File: src/rtl/rv32i_ctrl_pkg.sv
// rtl/rv32i_ctrl_pkg.sv - shared encodings for the multi-cycle RV32I control path
package rv32i_ctrl_pkg;

    localparam logic [6:0] OP_R      = 7'b0110011;
    localparam logic [6:0] OP_I      = 7'b0010011;
    localparam logic [6:0] OP_LOAD   = 7'b0000011;
    localparam logic [6:0] OP_STORE  = 7'b0100011;
    localparam logic [6:0] OP_BRANCH = 7'b1100011;
    localparam logic [6:0] OP_JAL    = 7'b1101111;
    localparam logic [6:0] OP_JALR   = 7'b1100111;
    localparam logic [6:0] OP_LUI    = 7'b0110111;
    localparam logic [6:0] OP_AUIPC  = 7'b0010111;
    localparam logic [6:0] OP_FENCE  = 7'b0001111;
    localparam logic [6:0] OP_SYSTEM = 7'b1110011;

    localparam logic [2:0] IMM_I = 3'd0;
    localparam logic [2:0] IMM_S = 3'd1;
    localparam logic [2:0] IMM_B = 3'd2;
    localparam logic [2:0] IMM_U = 3'd3;
    localparam logic [2:0] IMM_J = 3'd4;

    localparam logic ADR_PC     = 1'b0;
    localparam logic ADR_ALUREG = 1'b1;

    localparam logic [1:0] PC_ALU    = 2'd0;
    localparam logic [1:0] PC_ALUREG = 2'd1;
    localparam logic [1:0] PC_JALR   = 2'd2;

    localparam logic [1:0] ALUA_PC    = 2'd0;
    localparam logic [1:0] ALUA_OLDPC = 2'd1;
    localparam logic [1:0] ALUA_RS1   = 2'd2;

    localparam logic [1:0] ALUB_RS2  = 2'd0;
    localparam logic [1:0] ALUB_IMM  = 2'd1;
    localparam logic [1:0] ALUB_FOUR = 2'd2;

    localparam logic [1:0] ALUOP_ADD   = 2'd0;
    localparam logic [1:0] ALUOP_SUB   = 2'd1;
    localparam logic [1:0] ALUOP_FUNCT = 2'd2;

    localparam logic [1:0] RES_ALUREG = 2'd0;
    localparam logic [1:0] RES_MEM    = 2'd1;
    localparam logic [1:0] RES_PC4    = 2'd2;
    localparam logic [1:0] RES_IMM    = 2'd3;

    localparam logic [1:0] FAULT_NONE    = 2'b00;
    localparam logic [1:0] FAULT_ILLEGAL = 2'b01;
    localparam logic [1:0] FAULT_TIMEOUT = 2'b10;

    typedef enum logic [3:0] {
        S_FETCH    = 4'd0,
        S_DECODE   = 4'd1,
        S_EXEC_R   = 4'd2,
        S_EXEC_I   = 4'd3,
        S_MEM_ADDR = 4'd4,
        S_MEM_RD   = 4'd5,
        S_MEM_WR   = 4'd6,
        S_WB_ALU   = 4'd7,
        S_WB_MEM   = 4'd8,
        S_BRANCH   = 4'd9,
        S_JAL      = 4'd10,
        S_JALR     = 4'd11,
        S_LUI      = 4'd12,
        S_AUIPC    = 4'd13,
        S_TRAP     = 4'd14
    } state_t;

    // Fences and system ops retire as no-ops straight back to FETCH.
    function automatic state_t dispatch(input logic [6:0] op);
        state_t s;
        case (op)
            OP_R:                s = S_EXEC_R;
            OP_I:                s = S_EXEC_I;
            OP_LOAD, OP_STORE:   s = S_MEM_ADDR;
            OP_BRANCH:           s = S_BRANCH;
            OP_JAL:              s = S_JAL;
            OP_JALR:             s = S_JALR;
            OP_LUI:              s = S_LUI;
            OP_AUIPC:            s = S_AUIPC;
            OP_FENCE, OP_SYSTEM: s = S_FETCH;
            default:             s = S_TRAP;
        endcase
        return s;
    endfunction

endpackage

File: src/rtl/multicycle_ctrl.sv
// rtl/multicycle_ctrl.sv - main sequencing FSM of the multi-cycle RV32I core
module multicycle_ctrl
    import rv32i_ctrl_pkg::*;
#(
    parameter int unsigned MEM_TIMEOUT = 15
) (
    input  logic       clk,
    input  logic       rst,
    input  logic [6:0] opcode,
    input  logic [2:0] funct3,
    input  logic       br_taken,
    input  logic       mem_ready,
    output logic       mem_req,
    output logic       mem_we,
    output logic       adr_src,
    output logic       ir_write,
    output logic       pc_write,
    output logic [1:0] pc_src,
    output logic [1:0] alu_a_sel,
    output logic [1:0] alu_b_sel,
    output logic [1:0] alu_op,
    output logic [2:0] imm_sel,
    output logic       reg_write,
    output logic [1:0] result_src,
    output logic [1:0] fault,
    output logic [3:0] state
);

    localparam logic [7:0] TMO_LAST = 8'(MEM_TIMEOUT - 1);

    state_t     state_q, state_d;
    logic [1:0] fault_q, fault_d;
    logic [7:0] tmo_cnt_q, tmo_cnt_d;

    // funct3 is consumed by the branch comparator and load/store unit; the sequence ignores it.
    logic unused_funct3;
    assign unused_funct3 = ^funct3;

    always_ff @(posedge clk or posedge rst) begin
        if (rst) begin
            state_q   <= S_FETCH;
            fault_q   <= FAULT_NONE;
            tmo_cnt_q <= 8'd0;
        end else begin
            state_q   <= state_d;
            fault_q   <= fault_d;
            tmo_cnt_q <= tmo_cnt_d;
        end
    end

    always_comb begin
        state_d    = state_q;
        fault_d    = fault_q;
        tmo_cnt_d  = tmo_cnt_q;
        mem_req    = 1'b0;
        mem_we     = 1'b0;
        adr_src    = ADR_PC;
        ir_write   = 1'b0;
        pc_write   = 1'b0;
        pc_src     = PC_ALU;
        alu_a_sel  = ALUA_PC;
        alu_b_sel  = ALUB_RS2;
        alu_op     = ALUOP_ADD;
        imm_sel    = IMM_I;
        reg_write  = 1'b0;
        result_src = RES_ALUREG;

        case (state_q)
            S_FETCH: begin
                mem_req   = 1'b1;
                adr_src   = ADR_PC;
                alu_a_sel = ALUA_PC;
                alu_b_sel = ALUB_FOUR;
                if (mem_ready) begin
                    ir_write = 1'b1;
                    pc_write = 1'b1;
                    pc_src   = PC_ALU;
                    state_d  = S_DECODE;
                end
            end
            // Branch target is computed here so BRANCH only has to compare.
            S_DECODE: begin
                alu_a_sel = ALUA_OLDPC;
                alu_b_sel = ALUB_IMM;
                imm_sel   = IMM_B;
                alu_op    = ALUOP_ADD;
                state_d   = dispatch(opcode);
                if (state_d == S_TRAP) begin
                    fault_d = FAULT_ILLEGAL;
                end
            end
            S_EXEC_R: begin
                alu_a_sel = ALUA_RS1;
                alu_b_sel = ALUB_RS2;
                alu_op    = ALUOP_FUNCT;
                state_d   = S_WB_ALU;
            end
            S_EXEC_I: begin
                alu_a_sel = ALUA_RS1;
                alu_b_sel = ALUB_IMM;
                imm_sel   = IMM_I;
                alu_op    = ALUOP_FUNCT;
                state_d   = S_WB_ALU;
            end
            S_MEM_ADDR: begin
                alu_a_sel = ALUA_RS1;
                alu_b_sel = ALUB_IMM;
                alu_op    = ALUOP_ADD;
                if (opcode == OP_STORE) begin
                    imm_sel = IMM_S;
                    state_d = S_MEM_WR;
                end else begin
                    imm_sel = IMM_I;
                    state_d = S_MEM_RD;
                end
            end
            S_MEM_RD: begin
                mem_req = 1'b1;
                adr_src = ADR_ALUREG;
                if (mem_ready) begin
                    state_d = S_WB_MEM;
                end
            end
            S_MEM_WR: begin
                mem_req = 1'b1;
                mem_we  = 1'b1;
                adr_src = ADR_ALUREG;
                if (mem_ready) begin
                    state_d = S_FETCH;
                end
            end
            S_WB_ALU: begin
                reg_write  = 1'b1;
                result_src = RES_ALUREG;
                state_d    = S_FETCH;
            end
            S_WB_MEM: begin
                reg_write  = 1'b1;
                result_src = RES_MEM;
                state_d    = S_FETCH;
            end
            S_BRANCH: begin
                alu_a_sel = ALUA_RS1;
                alu_b_sel = ALUB_RS2;
                alu_op    = ALUOP_SUB;
                if (br_taken) begin
                    pc_write = 1'b1;
                    pc_src   = PC_ALUREG;
                end
                state_d = S_FETCH;
            end
            S_JAL: begin
                alu_a_sel  = ALUA_OLDPC;
                alu_b_sel  = ALUB_IMM;
                imm_sel    = IMM_J;
                alu_op     = ALUOP_ADD;
                pc_write   = 1'b1;
                pc_src     = PC_ALU;
                reg_write  = 1'b1;
                result_src = RES_PC4;
                state_d    = S_FETCH;
            end
            S_JALR: begin
                alu_a_sel  = ALUA_RS1;
                alu_b_sel  = ALUB_IMM;
                imm_sel    = IMM_I;
                alu_op     = ALUOP_ADD;
                pc_write   = 1'b1;
                pc_src     = PC_JALR;
                reg_write  = 1'b1;
                result_src = RES_PC4;
                state_d    = S_FETCH;
            end
            S_LUI: begin
                imm_sel    = IMM_U;
                reg_write  = 1'b1;
                result_src = RES_IMM;
                state_d    = S_FETCH;
            end
            S_AUIPC: begin
                alu_a_sel = ALUA_OLDPC;
                alu_b_sel = ALUB_IMM;
                imm_sel   = IMM_U;
                alu_op    = ALUOP_ADD;
                state_d   = S_WB_ALU;
            end
            S_TRAP: begin
                state_d = S_TRAP;
            end
            default: begin
                state_d = S_FETCH;
            end
        endcase

        // A ready in the final allowed cycle completes normally instead of faulting.
        if (mem_req && !mem_ready) begin
            if (tmo_cnt_q == TMO_LAST) begin
                state_d = S_TRAP;
                fault_d = FAULT_TIMEOUT;
            end
            tmo_cnt_d = tmo_cnt_q + 8'd1;
        end
        if (state_d != state_q) begin
            tmo_cnt_d = 8'd0;
        end

        // Reset drops every request and enable immediately, without waiting for an edge.
        if (rst) begin
            mem_req    = 1'b0;
            mem_we     = 1'b0;
            adr_src    = ADR_PC;
            ir_write   = 1'b0;
            pc_write   = 1'b0;
            pc_src     = PC_ALU;
            alu_a_sel  = ALUA_PC;
            alu_b_sel  = ALUB_RS2;
            alu_op     = ALUOP_ADD;
            imm_sel    = IMM_I;
            reg_write  = 1'b0;
            result_src = RES_ALUREG;
        end
    end

    assign fault = fault_q;
    assign state = state_q;

endmodule
File: config.mk
export PLATFORM = sky130hd
export DESIGN_NAME = multicycle_ctrl
export DESIGN_NICKNAME = d
export VERILOG_FILES = /design/src/rtl/rv32i_ctrl_pkg.sv /design/src/rtl/multicycle_ctrl.sv
export SDC_FILE = /design/constraint.sdc
export NUM_CORES = 1
export LEC_CHECK = 0
export ABC_AREA = 1
export BUFFER_PORTS_ARGS = -buffer_cell sky130_fd_sc_hd__buf_2
export CAP_MARGIN = 20
export CORE_MARGIN = 4
export CORE_UTILIZATION = 46
export CTS_CLUSTER_SIZE = 20
export DETAILED_ROUTE_END_ITERATION = 8
export HOLD_SLACK_MARGIN = 0.12
export PLACE_DENSITY_LB_ADDON = 0.15
export SYNTH_ARGS = -nofsm -noshare
export SYNTH_HDL_FRONTEND = slang
export SYNTH_SLANG_ARGS = --single-unit
File: constraint.sdc
create_clock -name clk -period 1.8 [get_ports clk]
set_input_delay 0.27 -clock clk [delete_from_list [all_inputs] [get_ports clk]]
set_output_delay 0.27 -clock clk [all_outputs]
set_load 0.005 [all_outputs]
After elaboration in Yosys (flattened, before gate mapping)
Index checks and enable logic that the tools add are counted.
{ "totals": {"reg_bits": 14, "in_bits": 14, "out_inout_bits": 25, "elab_cells": 91} }
{ "classes": {"n_addsub": 1, "eq_ne": 28, "mux": 43, "reduce_logical": 16} }
{ "op_table": {"columns": ["operator", "n"], "rows": [
  ["$pmux W4 S9", 1],
  ["$eq A4 B4 Y1 const B", 8],
  ["$eq A7 B7 Y1 const B", 4],
  ["$pmux W4 S7", 1],
  ["$mux W4", 6],
  ["$eq A7 B6 Y1 const B", 3],
  ["$mux W2", 10],
  ["$eq A4 B3 Y1 const B", 4],
  ["$mux W8", 2],
  ["$pmux W2 S2", 4],
  ["$mux W1", 15],
  ["$eq A7 B5 Y1 const B", 2],
  ["$pmux W3 S4", 1],
  ["$reduce_or A2 Y1", 6],
  ["$reduce_or A5 Y1", 2],
  ["$reduce_or A3 Y1", 3],
  ["$add A8 B1 Y8 const B", 1],
  ["$eq A4 B2 Y1 const B", 2],
  ["$eq A8 B4 Y1 const B", 1],
  ["$eq A7 B2 Y1 const B", 1],
  ["$eq A7 B4 Y1 const B", 1],
  ["$pmux W2 S3", 1],
  ["$reduce_or A6 Y1", 1],
  ["$eq A4 B1 Y1 const B", 1],
  ["7 further kinds", 7]
]} }

Logic depth before layout (Yosys ltp)
Gate-level depths: netlist of run 1.
{ "logic_depth": {"ltp_word": 9, "ltp_mapped": 15, "ltp_nobuf": 14} }

Worst setup path after synthesis of run 1
OpenSTA, ideal clock, no wires.
{ "synth_timing": {"path_kind": "register -> register", "start": "register state_q[0], in the netlist state[0]", "end": "register tmo_cnt_q[7]", "setup_ns": 0.073, "arrival_time_ns": 1.617, "t_required_ns": 1.727, "slack_ns": 0.109, "stages_incl_launch_ff": 12, "n_path_buf": 1, "synth_period_minus_slack_ns": 1.691, "path_cell_list": "dfrtp_1 buf_2 nor2_1 nand2_1 nand3_2 nand2_1 inv_2 nand3_1 nor2_1 nand3_1 xor2_1 nor2_1"} }
{ "synth_via": {"elab_chain_len": 7, "word_cells_on_any_way": 22, "classes_between": "9 x eq/ne; 8 x mux; 5 x reduce/logical"} }
{ "synth_rtl": {"columns": ["element", "line", "source"], "rows": [
  ["start, declared", "multicycle_ctrl.sv:31", "state_t state_q, state_d;"],
  ["start signal, assigned", "multicycle_ctrl.sv:45", "state_q <= state_d;"],
  ["$eq A4 B4 Y1 (tied with other cells)", "multicycle_ctrl.sv:68", "case (state_q)"],
  ["$reduce_or A3 Y1 (no line)", null, null],
  ["$pmux W4 S7 / $mux W1 (equally long branches)", "multicycle_ctrl.sv:68", null],
  ["$mux W4 / $logic_and A1 B1 Y1 (equally long branches)", "multicycle_ctrl.sv:197, multicycle_ctrl.sv:196", null],
  ["$mux W4", "multicycle_ctrl.sv:196", "if (mem_req && !mem_ready) begin"],
  ["$ne A4 B4 Y1", "multicycle_ctrl.sv:203", "if (state_d != state_q) begin"],
  ["$mux W8 / $reduce_bool A2 Y1 (equally long branches)", null, null],
  ["end signal, assigned", "multicycle_ctrl.sv:47", "tmo_cnt_q <= tmo_cnt_d;"],
  ["end, declared", "multicycle_ctrl.sv:33", "logic [7:0] tmo_cnt_q, tmo_cnt_d;"]
]} }
Parallel ways exist; a longest one is shown, timed or not.
A chain may end at the register's enable or synchronous reset.

Worst setup path in the final report of run 1
{ "layout_timing": {"start": "register state_q[1], in the netlist state[1]", "end": "register tmo_cnt_q[3]"} }
Same word-level chain as after synthesis.

==> summary.txt, run 1 <==
Setup path
  • Worst path cell trace: inv_4 > nor2_2 > nand2_2 > clkinv_2 > nor2_2 > nand3_1 > nand2_2 > inv_2 > nand2_2 > nand2_1 > nand2_1 > nor2_2 > nand3_4 > nor2_2
  • Critical path data required time: 2010 ps
  • Worst setup EP type: flop
  • Arrival @ worst endpoint: 2140 ps
  • Cells on worst reg2reg path: 14
  • Most used cell, CP: nor2_2
  • Reg2reg end: tmo_cnt_q[3]
  • Internal reg-to-reg setup slack: -130 ps
  • Largest stage delay, worst path: 520 ps
  • Startpoint types: flop
  • Setup CP Type: reg -> reg
  • CP max stage cell: dfrtp_2
  • Crit Path Max Fanout: 8
  • Reg2reg start: state[1]
  • Crit path launch: state[1]

CTS
  • Clock Latency Late Sink: 280 ps
  • Worst-path clk slew: 80 ps
  • Cts bufs inserted: 3
  • Hold_buf cts: 0
  • Clock Path Buffers: 2
  • CTS H-tree depth: 1
  • Sink Count: 14
  • Root Buffer: clkbuf_4
  • TritonCTS clock tree: built

Hold path
  • HP Class: in -> async

STA
  • Max Fclk: 519.1 MHz
  • Minimum clock period: 1926 ps
  • Unrepaired setup endpoints after global routing: true
  • Final number of max-transition violations: 0
  • Final Worst Setup Slack: -126.3 ps
  • WHS: 254.4 ps
  • Slew @ Worst Pin: 341.3 ps
  • Final Hold Fails: 0
  • Slew headroom: 77.25%
  • Post-route clock period utilization: 107.0%
  • Clock Skews: 2.133 ps
  • # setup viols final: 17
  • Setup TNS: -1319 ps

Placed design
  • Gp weighted congestion: 0.8734
  • Placed Area: 0.001644 mm^2
  • Input/output buffers: 35
  • Placement Setup Slack: -66.44 ps
  • Post-DP HPWL: 2.716 mm
  • Number of cells in the design after placement: 294

Finish
  • Post-route cell area: 0.001957 mm^2
  • Non-filler cells, final: 307
  • P&R area growth vs syn: 59.59%
  • Final Net Count: 295
  • Antenna Cells: 0
  • Layout cells sized above 1: 49.82%
  • Most frequent cells in the layout: nand2_1 (36), buf_4 (36), buf_2 (35)

Detailed routing
  • Wirelength per Cell: 14.66 um
  • DR DRC count: 0
  • Routed Antenna Nets: 0
  • Drt total wl: 4.500 mm
  • Via density: 5.397
  • Pre-antenna DRT Iters: 6
  • Iter 0 DRT Violations: 113
  • Vias: 1,657

Pwr
  • Clk pwr share: 32.2%
  • Switching share of total power: 24.73%
  • LEAKAGE: 0.001084 uW
  • Internal Power: 407.9 uW
  • PwrDens: 276.9 mW/mm^2
  • Logic pwr share: 9.8%
  • Sequential share of power: 58.0%
  • Net Switching: 134.0 uW
  • VDD IR max: 0.4990 mV

Global route
  • Pin count of the biggest net entering global routing: 19
  • All-Layer GR Usage: 22.26%
  • Gr ovfl total: 0
  • Vias in the first global route: 1,440
  • First-pass GRT wire length: 6.072 mm
  • Initial antenna violation count: 0

Synthesis
  • Area share of the largest cell type after synthesis: 28.57%
  • Synth Cell Area: 0.001226 mm^2
  • Synth Register Bits: 14
  • Ys Warns: 0
  • Synth area leader: dfrtp_1
  • Mapped Cells: 203
  • Synth area leaders: dfrtp_1 (29%), nand2_1 (15%), nor2_1 (13%), inv_1 (8.0%), nand3_1 (7.8%)
  • Syn Area/Cell: 6.040 um^2
  • Net Count, Synth: 219
  • Distinct cells, synth: 26
  • Sequential-to-total area share from yosys stat: 28.57%

Floorplan
  • IO Pins: 39
  • Core area: 0.002500 mm^2
  • Die Area: 0.003556 mm^2
  • Std cell rows: 18
  • Starting density of the core: 49.05%
  • Die width: 59.63 um
  • Die Y-Extent: 59.63 um

Run status
  • Status: complete, but fails checks
  • Failing checks: setup timing

Flow run
  • MaxCap Viol Count: 0
## what timing repair did
item | in CTS | in global routing
pin swaps | 7 | 13
gates resized for setup | 33 | 38
buffers inserted | 5 | 5
setup endpoints to repair | 18 | 20
## metal layers
layer | routed length (um) | track usage (%)
met5 | 0 | 0
met4 | 176 | 6.329
met3 | 283 | 6.100
met2 | 2236 | 36.35
met1 | 1804 | 28.70
## kinds of logic after synthesis
kind of cell / share of synthesized area, %
AO/OA/AOI/OAI: 9.389
XOR/XNOR: 5.000
adder cells (fa/ha/maj): 2.040
buffers and inverters: 10.51
flip-flops: 28.57
AND/OR/NAND/NOR: 44.49
## Yosys cell counts (all sizes together)
cell type  number
nand2          49
nor2           46
inv            30
nand3          22
dfrtp          14
a21oi           5
nor3            5
o21ai           5
xor2            5
nand4           4
a31oi           3
clkbuf          2
ha              2
xnor2           2
a22o            1
a22oi           1
a311oi          1
buf             1
clkinv          1
nor4            1
o211ai          1
o21a            1
o22ai           1
## registers in the layout, summed over array words and instances (netlist names)
name	flops
fault	2
state	4
tmo_cnt_q	8
## area by class of cell
type,instances,area [um^2]
inverters,31,125.1
fillers,187,543.0
repair buffers,74,479.2
well taps,30,37.54
multi-input cells,155,937.1
clock buffers,3,22.52
flip-flops and latches,14,355.3
## worst max-delay path by stage
stage	cells past startpoint	endpoint
finish	14	tmo_cnt_q[3]
global route	13	tmo_cnt_q[4]
CTS	8	alu_b_sel[0]
detailed placement	12	tmo_cnt_q[6]
global placement	11	tmo_cnt_q[1]
floorplan	11	tmo_cnt_q[7]
## worst max-delay path: cells and delay by family, from the launching register on
kind / cells / cell delay, ps
simple gates: 11 / 1100
flops: 1 / 520
buf+inv: 3 / 230
## power groups by stage
stage / combinational (uW) / sequential [uW] / clock [uW]
2_1_floorplan: 29.1 / 320 / 0
3_3_place_gp: 49.2 / 320 / 0
3_5_place_dp: 50.0 / 320 / 0
4_1_cts: 51.5 / 314 / 181
5_1_grt: 60.0 / 314 / 196
6_report: 53.3 / 314 / 174
## per-stage QoR
step	utilization [%]	total power, uW
4_1_cts	71.57	546.7
5_1_grt	78.28	570.0
6_report	78.28	541.9
3_3_place_gp	65.77	369.7
2_1_floorplan	-	349.6
3_5_place_dp	65.77	370.5
No activity file was read; power rests on OpenSTA's default activity.
==> run 2: changes to the inputs <==
--- a/config.mk
+++ b/config.mk
@@ -5,11 +5,11 @@
 export SDC_FILE = /design/constraint.sdc
 export NUM_CORES = 1
 export LEC_CHECK = 0
-export ABC_AREA = 1
 export BUFFER_PORTS_ARGS = -buffer_cell sky130_fd_sc_hd__buf_2
 export CAP_MARGIN = 20
+export CORE_ASPECT_RATIO = 2
 export CORE_MARGIN = 4
-export CORE_UTILIZATION = 46
+export CORE_UTILIZATION = 47
 export CTS_CLUSTER_SIZE = 20
 export DETAILED_ROUTE_END_ITERATION = 8
 export HOLD_SLACK_MARGIN = 0.12
==> constraint.sdc (replaced) <==
create_clock -name clk -period 1.8 [get_ports clk]
set_input_delay 0.27 -clock clk [delete_from_list [all_inputs] [get_ports clk]]
set_output_delay 0.27 -clock clk [all_outputs]
set_load 0.02 [all_outputs]
==> run 2 against run 1 <==
  * Synthesized cell count decreased by 13%
  * Synthesized area grew 11%
  * The flow now stops in global routing
==> summary.txt, run 2 <==
Run status
  • Status: did not finish (was complete, but fails checks)
  • Halt Stage: global routing
  • Tool error: [ERROR GRT-0232] Routing congestion too high. Check the congestion heatmap in the GUI.

Synthesis
  • Synth area leader: dfrtp_1 (unchanged)
  • Area share of the largest cell type after synthesis: 25.78% (was 28.57%)
  • Net Count, Synth: 192 (was 219)
  • Sequential-to-total area share from yosys stat: 25.78% (was 28.57%)
  • Top_reg_cell synth: dfrtp_1 (unchanged)
  • Asr flop ratio synth: 100.0% (unchanged)
  • Post-Synth XOR/XNOR Area: 5.801% (was 5.000%)
  • Simple-gate area share of the yosys netlist: 33.33% (was 44.49%)
  • Synth area leaders: dfrtp_1 (26%), nor2_1 (5.5%), a21oi_1 (4.8%), nor3_1 (4.8%), nand2_1 (3.9%) (was dfrtp_1 (29%), nand2_1 (15%), nor2_1 (13%), inv_1 (8.0%), nand3_1 (7.8%))
  • Mapped Cells: 176 (was 203)
  • Number of synthesized flops with an enable pin: 0 (unchanged)
  • Post-synthesis compound-gate area fraction: 24.49% (was 9.388%)
  • Most instantiated cells after synthesis: nor2_1 (20), dfrtp_1 (14), nand2_1 (14) (was nand2_1 (49), nor2_1 (43), inv_1 (26))
  • Ys Warns: 0 (unchanged)
  • Most common cell in the netlist: nor2_1 (was nand2_1)
  • Post-synthesis mux area share: 1.473% (was 0%)
  • Distinct cells, synth: 50 (was 26)
  • Syn Area/Cell: 7.720 um^2 (was 6.040 um^2)
  • Main combinational cell family by area after synthesis: simple AND/OR/NAND/NOR gates (unchanged)
  • Synth Cell Area: 0.001359 mm^2 (was 0.001226 mm^2)
  • Adder-cell area share of the yosys netlist: 1.842% (was 2.041%)
  • Synth Register Bits: 14 (unchanged)

Floorplan
  • Die width: 46.02 um (was 59.63 um)
  • IO Pins: 39 (unchanged)
  • Std cell rows: 27 (was 18)
  • Starting density of the core: 49.05% (about the same)
  • Die Y-Extent: 84.04 um (was 59.63 um)

Global route
  • All-Layer GR Usage: 71.00%
  • Pin count of the biggest net entering global routing: 15
  • Gr ovfl total: 80

CTS
  • CTS H-tree depth: 1 (unchanged)
  • Cts bufs inserted: 3 (unchanged)
  • Root Buffer: clkbuf_8 (was clkbuf_4)
  • Clock Path Buffers: 2 (unchanged)
  • Sink Count: 14 (unchanged)
  • Hold_buf cts: 0 (unchanged)

Placed design
  • Input/output buffers: 35 (unchanged)
  • Gp weighted congestion: 0.9303 (was 0.8734)
  • Number of cells in the design after placement: 282 (was 294)
  • Post-DP HPWL: 3.720 mm (was 2.716 mm)

STA
  • GRT worst endpoint: tmo_cnt_q[2]$_DFFE_PP0P_/D
  • Kind of the worst endpoint: sequential cell input
==> run 2: logic make-up after synthesis <==
family                     after synthesis
DFF                                     14
muxes                                    2
and+or+nand+nor                         83
adders and majority gates                2
xor gates and xnor gates                 9
buffers and inverters                   21
AOI/OAI and AO/OA                       45
==> run 2: layer usage <==
layer | overflow | track usage, %
met3 | 1 | 44.49
met4 | 29 | 83.16
met2 | 50 | 88.44
met5 | 0 | 10.00
met1 | 0 | 67.47
==> run 2: per-stage QoR <==
stage	cell area [um^2]	setup WS [ps]
floorplan	1421	-285.6
global placement	1966	-484.3
detailed placement	1966	-523.9
CTS	2376	-268.1
==> run 2: what timing repair did <==
action | in CTS
resized for setup | 77
buffers inserted | 9
endpoints found under the setup margin | 31
pin swaps | 15
==> run 3: changes to the inputs <==
--- a/config.mk
+++ b/config.mk
@@ -7,12 +7,9 @@
 export LEC_CHECK = 0
 export BUFFER_PORTS_ARGS = -buffer_cell sky130_fd_sc_hd__buf_2
 export CAP_MARGIN = 20
-export CORE_ASPECT_RATIO = 2
 export CORE_MARGIN = 4
-export CORE_UTILIZATION = 47
-export CTS_CLUSTER_SIZE = 20
+export CORE_UTILIZATION = 34
 export DETAILED_ROUTE_END_ITERATION = 8
-export HOLD_SLACK_MARGIN = 0.12
 export PLACE_DENSITY_LB_ADDON = 0.15
 export SYNTH_ARGS = -nofsm -noshare
 export SYNTH_HDL_FRONTEND = slang
==> constraint.sdc (replaced) <==
create_clock -name clk -period 2.3 [get_ports clk]
set_input_delay 0.345 -clock clk [delete_from_list [all_inputs] [get_ports clk]]
set_output_delay 0.345 -clock clk [all_outputs]
set_load 0.02 [all_outputs]
==> run 3 against run 2 <==
  * The run now ends clean
  * Synthesized area unchanged
  * Synthesized cell count stayed put
==> summary.txt, run 3 <==
Run status
  • Status: completed (was did not finish)

STA
  • Clock Skews: 3.421 ps
  • Slew @ Worst Pin: 376.9 ps
  • Max Fclk: 455.3 MHz
  • Unrepaired setup endpoints after global routing: false
  • Post-route clock period utilization: 95.49%
  • Minimum clock period: 2196 ps
  • Setup TNS: 0 ps
  • # setup viols final: 0
  • Final number of max-transition violations: 0
  • Slew headroom: 74.55%
  • Final Hold Fails: 0

Detailed routing
  • Via density: 5.481
  • Wirelength per Cell: 13.94 um
  • Routed Antenna Nets: 0
  • DR DRC count: 0
  • Drt total wl: 3.681 mm
  • Iter 0 DRT Violations: 28
  • Pre-antenna DRT Iters: 4
  • Vias: 1,447

CTS
  • Worst-path clk slew: 60 ps
  • Hold_buf cts: 0 (unchanged)
  • Sink Count: 14 (unchanged)
  • TritonCTS clock tree: built
  • Clock Path Buffers: 2 (unchanged)
  • Root Buffer: clkbuf_8 (unchanged)
  • Clock Latency Late Sink: 250 ps
  • Cts bufs inserted: 3 (unchanged)
  • CTS H-tree depth: 1 (unchanged)

Global route
  • All-Layer GR Usage: 15.23%
  • Pin count of the biggest net entering global routing: 20
  • Initial antenna violation count: 0
  • Vias in the first global route: 1,356
  • First-pass GRT wire length: 6.375 mm
  • Gr ovfl total: 0

Setup path
  • Crit Path Max Fanout: 15
  • CP top delay family: simple AND/OR/NAND/NOR gates
  • Largest stage delay, worst path: 380 ps
  • Arrival @ worst endpoint: 1850 ps
  • Worst setup EP type: output pin
  • CP max stage cell: dfrtp_1
  • Worst path cell trace: buf_4 > buf_4 > nand2b_1 > or3_1 > a21oi_1 > buf_2
  • Critical path data required time: 1960 ps
  • Setup CP Type: reg -> out
  • Startpoint types: flop
  • Number of buffers and inverters on the critical path: 3
  • Most used cell, CP: buf_4

Pwr
  • Clk pwr share: 13.4%
  • PwrDens: 1057 mW/mm^2
  • Logic pwr share: 69.7%
  • LEAKAGE: 0.0007824 uW
  • Switching share of total power: 50.23%
  • Power Total: 1795 uW
  • Net Switching: 901.7 uW
  • Sequential share of power: 16.9%
  • Internal Power: 893.4 uW
  • VDD IR max: 0.4376 mV

Synthesis
  • Most common cell in the netlist: nor2_1 (unchanged)
  • Number of synthesized flops with an enable pin: 0 (unchanged)
  • Top_reg_cell synth: dfrtp_1 (unchanged)
  • Post-synthesis compound-gate area fraction: 24.49% (unchanged)
  • Net Count, Synth: 192 (unchanged)
  • Synth Register Bits: 14 (unchanged)
  • Synth Cell Area: 0.001359 mm^2 (unchanged)
  • Asr flop ratio synth: 100.0% (unchanged)
  • Most instantiated cells after synthesis: nor2_1 (20), dfrtp_1 (14), nand2_1 (14) (unchanged)
  • Synth area leader: dfrtp_1 (unchanged)
  • Post-synthesis mux area share: 1.473% (unchanged)
  • Ys Warns: 0 (unchanged)
  • Simple-gate area share of the yosys netlist: 33.33% (unchanged)
  • Distinct cells, synth: 50 (unchanged)
  • Sequential-to-total area share from yosys stat: 25.78% (unchanged)
  • Post-Synth XOR/XNOR Area: 5.801% (unchanged)
  • Main combinational cell family by area after synthesis: simple AND/OR/NAND/NOR gates (unchanged)
  • Syn Area/Cell: 7.720 um^2 (unchanged)
  • Area share of the largest cell type after synthesis: 25.78% (unchanged)
  • Adder-cell area share of the yosys netlist: 1.842% (unchanged)
  • Mapped Cells: 176 (unchanged)
  • Synth area leaders: dfrtp_1 (26%), nor2_1 (5.5%), a21oi_1 (4.8%), nor3_1 (4.8%), nand2_1 (3.9%) (unchanged)

Floorplan
  • Die Y-Extent: 71.22 um (was 84.04 um)
  • IO Pins: 39 (unchanged)
  • Core area: 0.003771 mm^2
  • Die width: 71.22 um (was 46.02 um)
  • Starting density of the core: 36.03% (was 49.05%)
  • Std cell rows: 22 (was 27)
  • Die Area: 0.005072 mm^2

Finish
  • P&R area growth vs syn: 24.95%
  • FILL cells: 387
  • Layout cells sized above 1: 28.70%
  • Final Net Count: 233
  • Most frequent cells in the layout: buf_2 (35), nor2_1 (20), nand2_1 (14), dfrtp_1 (14), a21oi_1 (13)
  • Largest Register: tmo_cnt_q
  • Commonest non-fill, non-tap cell in the layout: buf_2
  • Storage cell area: 350.3 um^2
  • Core Util, Final: 45.02%
  • Largest register FFs: 8
  • Multi-input gate area: 929.6 um^2
  • Antenna Cells: 0

Flow run
  • MaxCap Viol Count: 0

Placed design
  • Post-DP HPWL: 2.830 mm (was 3.720 mm)
  • Gp weighted congestion: 0.7874 (was 0.9303)
  • Input/output buffers: 35 (unchanged)

Hold path
  • HP Class: in -> async
==> run 3: cell counts after synthesis <==
Identical to the previous run, type by type.
==> run 3: area by class of cell <==
class | instances | share of cell area, %
flip-flops and latches | 14 | 20.63
well taps | 48 | 3.537
inverters | 10 | 2.211
repair buffers | 47 | 15.62
multi-input cells | 141 | 54.75
clock buffers | 4 | 3.242
==> run 3: final timing paths <==
kind | slack, ps | start | cells after the start | endpoint
worst max-delay path | 100 | state[3] | 6 | reg_write
worst min-delay path | 260 | rst | 3 | tmo_cnt_q[7]
worst max register to register | 160 | state[3] | 6 | tmo_cnt_q[2]
worst min register to register | 480 | fault[1] | 1 | fault[1]
max in group asynchronous | 1880 | rst | 3 | tmo_cnt_q[4]
min in group clk | 480 | fault[1] | 1 | fault[1]
==> run 3: repair_timing <==
action,CTS,global route
setup endpoints to repair,0,8
setup buffers,0,0
resized for setup,0,3
==> run 3: per-layer routing <==
layer  global-route usage [%]  part of all wire, %  up-vias
met5                        0                    0        -
met4                    4.802                  1.4        0
met3                    4.067                  5.9        7
met2                    24.29                   48       38
met1                    20.03                   44      687
li1                         -                    -      715
==> run 3: tightest hold or removal path, cell delays in order <==
cell and delay (ps):
buf_2 170, inv_1 120, buf_4 230
==> run 3: kinds of logic after synthesis <==
group,count (synthesis)
simple gates,83
compound gates,45
buf+inv,21
flops,14
xor+xnor,9
mux,2
fa+ha+maj,2
==> run 3: metrics by stage <==
| stage | worst slack, ps | instance area (um^2) | hold WS (ps) | instances |
|---|---|---|---|---|
| 2_1_floorplan | 127.7 | 1364 | 462.0 | 176 |
| 3_3_place_gp | 130.6 | 1628 | 460.2 | 260 |
| 3_5_place_dp | 63.04 | 1628 | 473.3 | 260 |
| 4_1_cts | 83.83 | 1683 | 256.8 | 264 |
| 5_1_grt | 14.45 | 1698 | 286.9 | 264 |
| 6_report | 103.8 | 1698 | 257.0 | 264 |
==> run 3: power by group through the flow <==
stage	combinational [uW]	clock [uW]	sequential, uW
6_report	1250	241	303
5_1_grt	1370	267	307
4_1_cts	1240	251	301
3_5_place_dp	1240	0	306
3_3_place_gp	1230	0	302
2_1_floorplan	860	0	352
==> run 4: changes to the inputs <==
==> constraint.sdc (replaced) <==
create_clock -name clk -period 2.2 [get_ports clk]
set_input_delay 0.33 -clock clk [delete_from_list [all_inputs] [get_ports clk]]
set_output_delay 0.33 -clock clk [all_outputs]
set_load 0.02 [all_outputs]
==> run 4 against run 3 <==
  * Sequential share of layout area down 0.93 points
  * Clock power is 3% higher
  * Combinational power up 13%
  * First-iteration DRC count grew to 2.9 times the previous value
  * Worst hold slack worse by 39 ps
  * Sequential power up 4%
  * Clock-buffer cell count unchanged
  * Critical path depth stayed put
  * Critical endpoint is now tmo_cnt_q[5]
==> summary.txt, run 4 (synthesized netlist as in run 3, its figures left out) <==
Run status
  • Status: completed (unchanged)

Setup path
  • Arrival @ worst endpoint: 2300 ps (was 1850 ps)
  • Crit Path Max Fanout: 8 (was 15)
  • Worst setup EP type: flop (was output pin)
  • Setup CP Type: reg -> reg (was reg -> out)
  • Critical path data required time: 2380 ps (was 1960 ps)
  • Startpoint types: flop (unchanged)
  • Reg2reg end: tmo_cnt_q[5] (was tmo_cnt_q[2])
  • Internal reg-to-reg setup slack: 80 ps (was 160 ps)
  • Cells on worst reg2reg path: 6 (unchanged)
  • Reg2reg start: state[3] (unchanged)

Finish
  • Non-filler cells, final: 267 (was 264)
  • Most frequent cells in the layout: buf_2 (34), nor2_1 (16), buf_4 (15) (was buf_2 (35), nor2_1 (20), nand2_1 (14), dfrtp_1 (14), a21oi_1 (13))
  • P&R area growth vs syn: 30.85% (was 24.95%)
  • Post-route cell area: 0.001778 mm^2 (was 0.001698 mm^2)
  • Commonest non-fill, non-tap cell in the layout: buf_2 (unchanged)
  • Core Util, Final: 47.15% (was 45.02%)
  • Antenna Cells: 0 (unchanged)
  • Layout cells sized above 1: 34.25% (was 28.70%)
  • Largest Register: tmo_cnt_q (unchanged)
  • Final Net Count: 236 (was 233)
  • Largest register FFs: 8 (unchanged)

CTS
  • Hold_buf cts: 0 (unchanged)
  • Clock Path Buffers: 2 (unchanged)
  • TritonCTS clock tree: built (unchanged)
  • Sink Count: 14 (unchanged)
  • Cts bufs inserted: 3 (unchanged)
  • Clock Latency Late Sink: 250 ps (about the same)
  • Worst-path clk slew: 60 ps (about the same)
  • CTS H-tree depth: 1 (unchanged)
  • Root Buffer: clkbuf_8 (unchanged)

Floorplan
  • Starting density of the core: 36.03% (unchanged)
  • Die Area: 0.005072 mm^2 (unchanged)
  • IO Pins: 39 (unchanged)
  • Core area: 0.003771 mm^2 (unchanged)
  • Std cell rows: 22 (unchanged)
  • Die width: 71.22 um (unchanged)
  • Die Y-Extent: 71.22 um (unchanged)

Global route
  • Met1 track utilization from global routing: 19.22% (was 20.03%)
  • Vias in the first global route: 1,336 (was 1,356)
  • Met2 usage: 24.49% (was 24.29%)
  • First-pass GRT wire length: 6.168 mm (was 6.375 mm)
  • Pin count of the biggest net entering global routing: 20 (unchanged)
  • Initial antenna violation count: 0 (unchanged)
  • Layer with the highest usage: met2 (unchanged)
  • All-Layer GR Usage: 14.75% (was 15.23%)
  • Gr ovfl total: 0 (unchanged)
  • M3 GR Usage: 4.348% (was 4.067%)

STA
  • Unrepaired setup endpoints after global routing: true (was false)
  • Post-route clock period utilization: 96.37%
  • # setup viols final: 0 (unchanged)
  • Final Hold Fails: 0 (unchanged)
  • Minimum clock period: 2120 ps
  • Final Worst Setup Slack: 79.75 ps (was 103.8 ps)
  • Slew headroom: 70.53% (was 74.55%)
  • Final number of max-transition violations: 0 (unchanged)
  • Clock Skews: 5.007 ps (was 3.421 ps)
  • Max Fclk: 471.6 MHz
  • WHS: 218.2 ps (was 257.0 ps)
  • Slew @ Worst Pin: 436.3 ps (was 376.9 ps)

Placed design
  • Number of cells in the design after placement: 263 (was 260)
  • Placement Setup Slack: 1.466 ps (was 63.04 ps)
  • Post-DP HPWL: 2.794 mm (was 2.830 mm)
  • Input/output buffers: 35 (unchanged)
  • Placed Area: 0.001650 mm^2 (was 0.001628 mm^2)
  • Gp weighted congestion: 0.8037 (was 0.7874)

Detailed routing
  • Wirelength per Cell: 14.15 um (was 13.94 um)
  • Iter 0 DRT Violations: 80 (was 28)
  • Routed Antenna Nets: 0 (unchanged)
  • Vias: 1,458 (was 1,447)
  • Drt total wl: 3.779 mm (was 3.681 mm)
  • DR DRC count: 0 (unchanged)
  • Pre-antenna DRT Iters: 4 (unchanged)
  • Via density: 5.461 (was 5.481)

Pwr
  • Sequential share of power: 16.0% (was 16.9%)
  • Internal Power: 982.6 uW (was 893.4 uW)
  • VDD IR max: 0.5290 mV (was 0.4376 mV)
  • Clk pwr share: 12.6% (was 13.4%)
  • Logic pwr share: 71.4% (was 69.7%)
  • PwrDens: 1108 mW/mm^2 (was 1057 mW/mm^2)
  • Net Switching: 987.3 uW (was 901.7 uW)
  • Switching share of total power: 50.12% (was 50.23%)
  • LEAKAGE: 0.0008068 uW (was 0.0007824 uW)

Flow run
  • MaxCap Viol Count: 0 (unchanged)

Hold path
  • HP Class: in -> async (unchanged)
## run 4: cell count changes in the layout (fill, tap and decap cells not counted), sizes merged
| cell | before | now |
|---|---|---|
| buf | 47 | 50 |
## run 4: worst max-delay path by stage
| stage | from | slack (ps) | depth (start not counted) | endpoint |
|---|---|---|---|---|
| final | state[3] | 80 | 6 | tmo_cnt_q[5] |
| after global routing | state[3] | -30 | 6 | tmo_cnt_q[5] |
| after CTS | state[3] | 2 | 6 | tmo_cnt_q[5] |
| after detailed placement | tmo_cnt_q[0] | 1 | 8 | tmo_cnt_q[4] |
| after global placement | tmo_cnt_q[0] | 30 | 8 | tmo_cnt_q[3] |
| after floorplan | state[1] | 30 | 7 | tmo_cnt_q[1] |
## run 4: through the flow
step,setup TNS [ps],total power (uW)
after floorplan,0,1267
after global placement,0,1600
after global routing,-172.0,2124
after detailed placement,0,1615
final,0,1970
after CTS,0,1870
## run 4: power groups by stage
stage / Sequential (uW) / Clock [uW] / Combinational (uW)
floorplan: 368 / 0 / 899
global placement: 316 / 0 / 1280
detailed placement: 318 / 0 / 1300
CTS: 313 / 259 / 1300
global route: 321 / 273 / 1530
finish: 316 / 248 / 1410
## run 4: final cells by class
class	instances	area (um^2)
inverters	10	37.54
clock buffers	4	55.05
repair buffers	50	294.0
fillers	382	1993
flip-flops and latches	14	350.3
well taps	48	60.06
multi-input cells	141	980.9
## run 4: repair_timing
item	in CTS	in global routing
pin swaps	1	5
endpoints found under the setup margin	6	9
buffers inserted	0	0
gates resized for setup	1	17
## run 4: layer usage
| layer | part of all wire, % | wire [um] | up-vias |
|---|---|---|---|
| li1 | - | - | 720 |
| met1 | 44 | 1663 | 682 |
| met2 | 48 | 1825 | 52 |
| met3 | 7.2 | 272 | 4 |
| met4 | 0.48 | 18 | 0 |
| met5 | 0 | 0 | - |
## run 4: worst max-delay path: stages, from the launching register on
cell and delay [ps]:
dfrtp_1 370, or4b_4 570, a2111o_1 330, o2111ai_2 130, mux2i_2 330, o211ai_4 190
nor2_2 140
